<file path="src/rtl/nibble_pack.sv">
// nibble_pack: packs four serial nibbles into a 16-bit word with a valid/ready handshake.
// Define NIBBLE_PACK_FLUSH_EN to add the flush port that pads and closes a partial word.
module nibble_pack #(
    parameter logic [3:0] PAD_NIBBLE = 4'hF
) (
    input  logic        clk,
    input  logic        nrst,
    input  logic        in_valid,
    output logic        in_ready,
    input  logic [3:0]  in_data,
`ifdef NIBBLE_PACK_FLUSH_EN
    input  logic        flush,
`endif
    output logic        out_valid,
    input  logic        out_ready,
    output logic [15:0] out_data,
    output logic [2:0]  out_cnt
);
    typedef enum logic {FILL, FULL} state_t;
    state_t state, state_n;
    logic [1:0] cnt, cnt_n;
    logic [15:0] data_n;
    logic [2:0] ocnt_n;
`ifdef NIBBLE_PACK_FLUSH_EN
    logic [2:0] real_n;
`endif
    // While full, a new nibble is taken only in the cycle the word leaves
    assign in_ready = (state == FILL) | out_ready;
    assign out_valid = (state == FULL);
    always_ff @(posedge clk or negedge nrst) begin
        if (!nrst) begin
            state <= FILL;
            cnt <= 2'd0;
            out_data <= 16'h0000;
            out_cnt <= 3'd0;
        end else begin
            state <= state_n;
            cnt <= cnt_n;
            out_data <= data_n;
            out_cnt <= ocnt_n;
        end
    end
    always_comb begin
        state_n = state;
        cnt_n = cnt;
        data_n = out_data;
        ocnt_n = out_cnt;
`ifdef NIBBLE_PACK_FLUSH_EN
        real_n = {1'b0, cnt} + {2'b00, in_valid};
`endif
        if (state == FILL) begin
            if (in_valid) begin
                data_n[{cnt, 2'b00} +: 4] = in_data;
                cnt_n = cnt + 2'd1;
                if (cnt == 2'd3) begin
                    state_n = FULL;
                    ocnt_n = 3'd4;
                end
            end
`ifdef NIBBLE_PACK_FLUSH_EN
            // A nibble arriving with flush lands first; a 4th nibble is a normal close
            if (flush && real_n != 3'd0 && real_n != 3'd4) begin
                for (int k = 0; k < 4; k++)
                    if (3'(k) >= real_n) data_n[4*k +: 4] = PAD_NIBBLE;
                ocnt_n = real_n;
                cnt_n = 2'd0;
                state_n = FULL;
            end
`endif
        end else if (out_ready) begin
            state_n = FILL;
            cnt_n = {1'b0, in_valid};
            if (in_valid) data_n[3:0] = in_data;
        end
    end
endmodule

</file>
<file path="config.mk">
export PLATFORM = sky130hd
export DESIGN_NAME = nibble_pack
export DESIGN_NICKNAME = d
export VERILOG_FILES = /design/src/rtl/nibble_pack.sv
export SDC_FILE = /design/constraint.sdc
export NUM_CORES = 1
export LEC_CHECK = 0
export ABC_AREA = 1
export CAP_MARGIN = 20
export CORE_UTILIZATION = 30
export DETAILED_ROUTE_END_ITERATION = 6
export PLACE_DENSITY = 0.66
export REMOVE_ABC_BUFFERS = 1
export SLEW_MARGIN = 10
export SYNTH_ARGS = -nofsm -noshare
export SYNTH_HDL_FRONTEND = slang
export SYNTH_SLANG_ARGS = --single-unit
</file>
<file path="constraint.sdc">
create_clock -name clk -period 1.4 [get_ports clk]
set_input_delay 0.28 -clock clk [delete_from_list [all_inputs] [get_ports clk]]
set_output_delay 0.28 -clock clk [all_outputs]
set_load 0.03 [all_outputs]
</file>
==> results.ini, run 1 <==
[route]
vias = 854
routed_wl_um = 2070
avgViaCountPerCell = 4.40
dr.first_iter.drc_count = 28
dr.pass1.iters = 4
drc = 0
wl_per_cell_um = 10.7
detail-route-antenna-nets = 0

[critical_path]
crit_buf_inv = 1
cp_top_family = buffers and inverters
cp_slowest_cell = dlygate4sd2_1
path_max_fanout = 2
cp-start-kind = flip-flop
path_cells = dlygate4sd2_1
slowest_delay_ns = 0.40
worstSetupPathType = reg -> out
end_kind = primary output
worstPathRequired_ns = 1.12
arrival_ns = 1.07
reg2reg_slack_ns = 0.09

[floorplanning]
die_h_um = 59.4
dieWidth_um = 59.4
core.rowCount = 20
die_area_um2 = 3530
initial_utilization_pct = 32.1
coreArea_um2 = 3080
ios = 29

[place]
place_area_um2 = 1330
gp_congestion = 0.808
dp_cells = 190
pre_cts_slack_ns = -0.0210
portBuffers = 26
hpwl_um = 1570

[layout]
area_growth_pct = 35.3
drive_gt1_share_pct = 18.7
final_cells = 194
num_antenna_cells = 0
design_area_um2 = 1340
final_nets = 165
layout_commonest_cell = nand2_1
layout_common_cells = nand2_1 (43), dfrtp_1 (19), dlygate4sd2_1 (17), nand3_1 (9), o21ai_1 (9)

[sta]
finClkSkew_ns = 0.00294
setup_viol = 0
post-route-min-period_ns = 1.35
setup_ws_ns = 0.0469
maxSlewViolCount = 0
hold_viol_final = 0
period_share_pct = 96.6
rsz0062_at_grt = no
max_freq_ghz = 0.739

[global_routing]
grt_antenna_before_repair = 0
gr-total-overflow = 0
grt_max_degree = 21
grt_pass1_vias = 787
grtUsageTotal_pct = 12.4
grt_first_pass_wirelength_um = 3250

[outcome]
status = finished clean

[cts]
cts-buffers-inserted = 3
root_buffer = clkbuf_4
clock_latency_ns = 0.30
clock_sinks = 20
cts_buffer_depth = 2
tritoncts = yes
cts_htree_levels = 1
clk_pin_slew_ns = 0.11

[synthesis]
netlist_instances = 116
avgSynthCellArea_um2 = 8.52
synth-seq-cells = 20
ys_warn_count = 0
synth_cell_types = 16
ys_seq_area_share_pct = 50.6
syn_area_um2 = 988

[hold_path]
hold_path_class = in -> async

[pwr]
totalPowerFinal_mw = 2.92
power_leakage_nw = 0.727
ir_worst_vdd_mv = 0.567
pwr_density_cell_nw_per_um2 = 2180

[job]
max_cap_viol_count = 0

[state kept, by name (all words and copies together) (netlist names)]
name	cells
out_data	16
cnt	2
out_cnt	1
out_valid	1
[final timing paths]
path,end,cells after the start,startpoint
hold reg to reg,out_cnt[2],2,out_cnt[2]
max in group asynchronous,out_valid,2,nrst
min in group clk,out_cnt[2],2,out_cnt[2]
setup reg to reg,out_data[1],7,cnt[0]
hold / removal,out_data[11],2,nrst
setup / recovery,out_data[15],1,out_data[15]
[area by class of cell]
cell class	count	area, µm²
multi-input combinational	85	442
inverter	10	37.5
tap	44	55.1
timing repair buffer	32	279
sequential	20	502
clock buffer	3	22.5
fill	306	1740
[stage by stage]
step / TNS, ns / util [%] / hold WS (ns)
2_1_floorplan: -0.0929 / - / -0.0156
4_1_cts: 0 / 43.1 / 0.317
5_1_grt: 0 / 43.5 / 0.335
6_report: 0 / 43.5 / 0.313
3_3_place_gp: 0 / 43.0 / 0.452
3_5_place_dp: -0.0565 / 43.0 / 0.462
[timing repair]
action	in CTS	in global routing
setup endpoints to repair	18	9
buffers inserted	0	1
resized for setup	18	3
hold buffers	0	0
[cell families after synthesis]
family	share of synthesized area, %
adders and majority gates	6.33
other	0.379
AOI/OAI and AO/OA	5.70
and+or+nand+nor	31.6
DFF	50.6
buffers and inverters	5.32
[metal layers]
layer / share of wire, % / global-route usage (%)
met1: 45 / 14.1
met2: 48 / 22.0
met3: 5.8 / 1.97
met4: 0.63 / 7.14
met5: 0 / 0
[synthesized netlist by cell type]
master	instances	area, µm²
buf_4	2	15.0
nor2_1	5	18.8
inv_1	7	26.3
dfrtp_1	20	500
ha_1	5	62.6
nor2_4	4	45.0
nor2_2	1	6.26
conb_1	1	3.75
nand3_1	9	45.0
o22ai_1	1	6.26
nand2_1	43	161
a21oi_1	1	5.00
nand2_4	1	11.3
inv_2	3	11.3
o21ai_1	9	45.0
nand2_2	4	25.0
[where the power goes]
group / leakage [nW] / switching (mW) / internal (mW) / total, mW
logic: 0.449 / 1.11 / 0.582 / 1.70
registers: 0.264 / 0.143 / 0.803 / 0.946
clock network: 0.0138 / 0.175 / 0.100 / 0.275
total: 0.727 / 1.43 / 1.49 / 2.92
[worst reg2reg max path, cell delays in order (launching register included)]
cell and delay (ns):
dfrtp_1 0.40, inv_2 0.11, ha_1 0.28, nor2_1 0.11, nand3_1 0.07, nand2_1 0.12
nand3_1 0.09, nand2_1 0.06
Power figures use the tool's default switching activity.
==> run 2: changes to the inputs <==
--- a/config.mk
+++ b/config.mk
@@ -7,10 +7,11 @@
 export LEC_CHECK = 0
 export ABC_AREA = 1
 export CAP_MARGIN = 20
-export CORE_UTILIZATION = 30
+export CORE_UTILIZATION = 41
 export DETAILED_ROUTE_END_ITERATION = 6
-export PLACE_DENSITY = 0.66
+export PLACE_DENSITY = 0.73
 export REMOVE_ABC_BUFFERS = 1
+export SKIP_LAST_GASP = 1
 export SLEW_MARGIN = 10
 export SYNTH_ARGS = -nofsm -noshare
 export SYNTH_HDL_FRONTEND = slang
==> run 2 against run 1 <==
  * Final cell count down 6.7%
  * Total power up 9.6%
  * Wire length up 5.2%
  * Sequential cell count unchanged
  * Sequential share of layout area down 0.89 points
  * Worst setup slack worse by 0.015 ns
  * Sequential power about the same
  * Via count up 1.9%
  * Clock skew up 0.0054 ns
  * Core utilization up 18 points
  * Global-route usage up 6.7 points
  * Largest power group unchanged
  * Highest routed layer unchanged
==> results.ini, run 2 (synthesized netlist as in run 1, its figures left out) <==
[outcome]
status = finished clean

[route]
detail-route-antenna-nets = 0
wl_per_cell_um = 12.0
avgViaCountPerCell = 4.81
routed_wl_um = 2180
vias = 870
dr.first_iter.drc_count = 19
dr.pass1.iters = 4
drc = 0

[pwr]
power_leakage_nw = 0.723
pwr_density_cell_nw_per_um2 = 2330
ir_worst_vdd_mv = 1.13
totalPowerFinal_mw = 3.20

[cts]
root_buffer = clkbuf_4
clock_latency_ns = 0.32
cts-buffers-inserted = 3
tritoncts = yes
clk_pin_slew_ns = 0.13
clock_sinks = 20
cts_buffer_depth = 2
cts_htree_levels = 1
hold_buffers = 0

[global_routing]
grt_pass1_vias = 798
gr-total-overflow = 0
grt_antenna_before_repair = 0
grt_max_degree = 21
grtUsageTotal_pct = 19.1
grt_first_pass_wirelength_um = 3600

[critical_path]
r2r_cells = 7
worstPathRequired_ns = 1.12
worstSetupPathType = reg -> out
arrival_ns = 1.09
cp_top_family = buffers and inverters
cp-start-kind = flip-flop
endpoint = out_data[15]
path_cells = dlygate4sd2_1
crit_buf_inv = 1
timing.rr.start = cnt[0]
end_kind = primary output
cp_slowest_cell = dlygate4sd2_1
cp-startpoint = out_data[15]
reg2reg_slack_ns = 0.09
cp.depth = 1
path_max_fanout = 2
slowest_delay_ns = 0.40
r2r_end = out_data[5]

[layout]
multi_input_area_um2 = 445
top_register = out_data
design_area_um2 = 1370
n_fill_cell = 192
top_regs = out_data (16), cnt (2)
layout_commonest_cell = nand2_1
seqCellArea_um2 = 502
final_nets = 167
layout_common_cells = nand2_1 (42), dfrtp_1 (19), nand3_1 (9), buf_4 (9), o21ai_1 (8)
drive_gt1_share_pct = 22.9
area_growth_pct = 38.6
num_antenna_cells = 0
utilization_pct = 61.3
final_cells = 181
largest_register_ffs = 16

[floorplanning]
die_h_um = 51.1
coreArea_um2 = 2230
dieWidth_um = 51.1
ios = 29
initial_utilization_pct = 44.3
core.rowCount = 17
die_area_um2 = 2610

[sta]
maxSlewViolCount = 0
period_share_pct = 97.7
max_freq_ghz = 0.731
hold_viol_final = 0
finClkSkew_ns = 0.00830
setup_viol = 0
rsz0062_at_grt = yes
post-route-min-period_ns = 1.37
setup_ws_ns = 0.0318

[place]
hpwl_um = 1550
portBuffers = 26
pre_cts_slack_ns = -0.0188
gp_congestion = 0.747
place_area_um2 = 1310
dp_cells = 174

[job]
max_cap_viol_count = 0

[hold_path]
hold_path_class = in -> async

run 2: cell type report:
cell class / instances / area share [%]
inverters: 10 / 2.92
repair buffers: 34 / 21.6
multi-input cells: 85 / 32.5
clock inverters: 1 / 2.19
well taps: 28 / 2.56
flip-flops and latches: 20 / 36.6
clock buffers: 3 / 1.64
run 2: how the worst min path moves through the flow:
stage / start / to / slack, ns / cells past startpoint
2_1_floorplan: nrst / cnt[0] / -0.02 / 0
3_3_place_gp: out_cnt[2] / out_cnt[2] / 0.45 / 2
3_5_place_dp: out_cnt[2] / out_cnt[2] / 0.45 / 2
4_1_cts: nrst / out_data[11] / 0.29 / 2
5_1_grt: nrst / out_data[7] / 0.33 / 2
6_report: nrst / out_data[7] / 0.28 / 2
run 2: repair_timing:
action / CTS / global route
pin swaps: 0 / 1
resized for setup: 18 / 19
setup buffers: 0 / 3
setup endpoints to repair: 18 / 19
run 2: metal layers:
metal / track usage (%) / share of wire [%] / up-vias
li1: - / - / 433
met1: 25.3 / 45 / 400
met2: 30.3 / 46 / 32
met3: 2.68 / 6.5 / 5
met4: 9.72 / 2.5 / 0
met5: 0 / 0 / -
run 2: metrics by stage:
step | TNS [ns] | hold WS (ns)
2_1_floorplan | -0.0929 | -0.0156
3_3_place_gp | 0 | 0.449
3_5_place_dp | -0.0498 | 0.454
4_1_cts | 0 | 0.292
5_1_grt | -0.0184 | 0.326
6_report | 0 | 0.280
run 2: power by group:
part           leakage, nW  internal, mW  switching, mW
Combinational        0.431         0.615           1.14
Sequential           0.264         0.802          0.143
Clock               0.0279         0.290          0.206
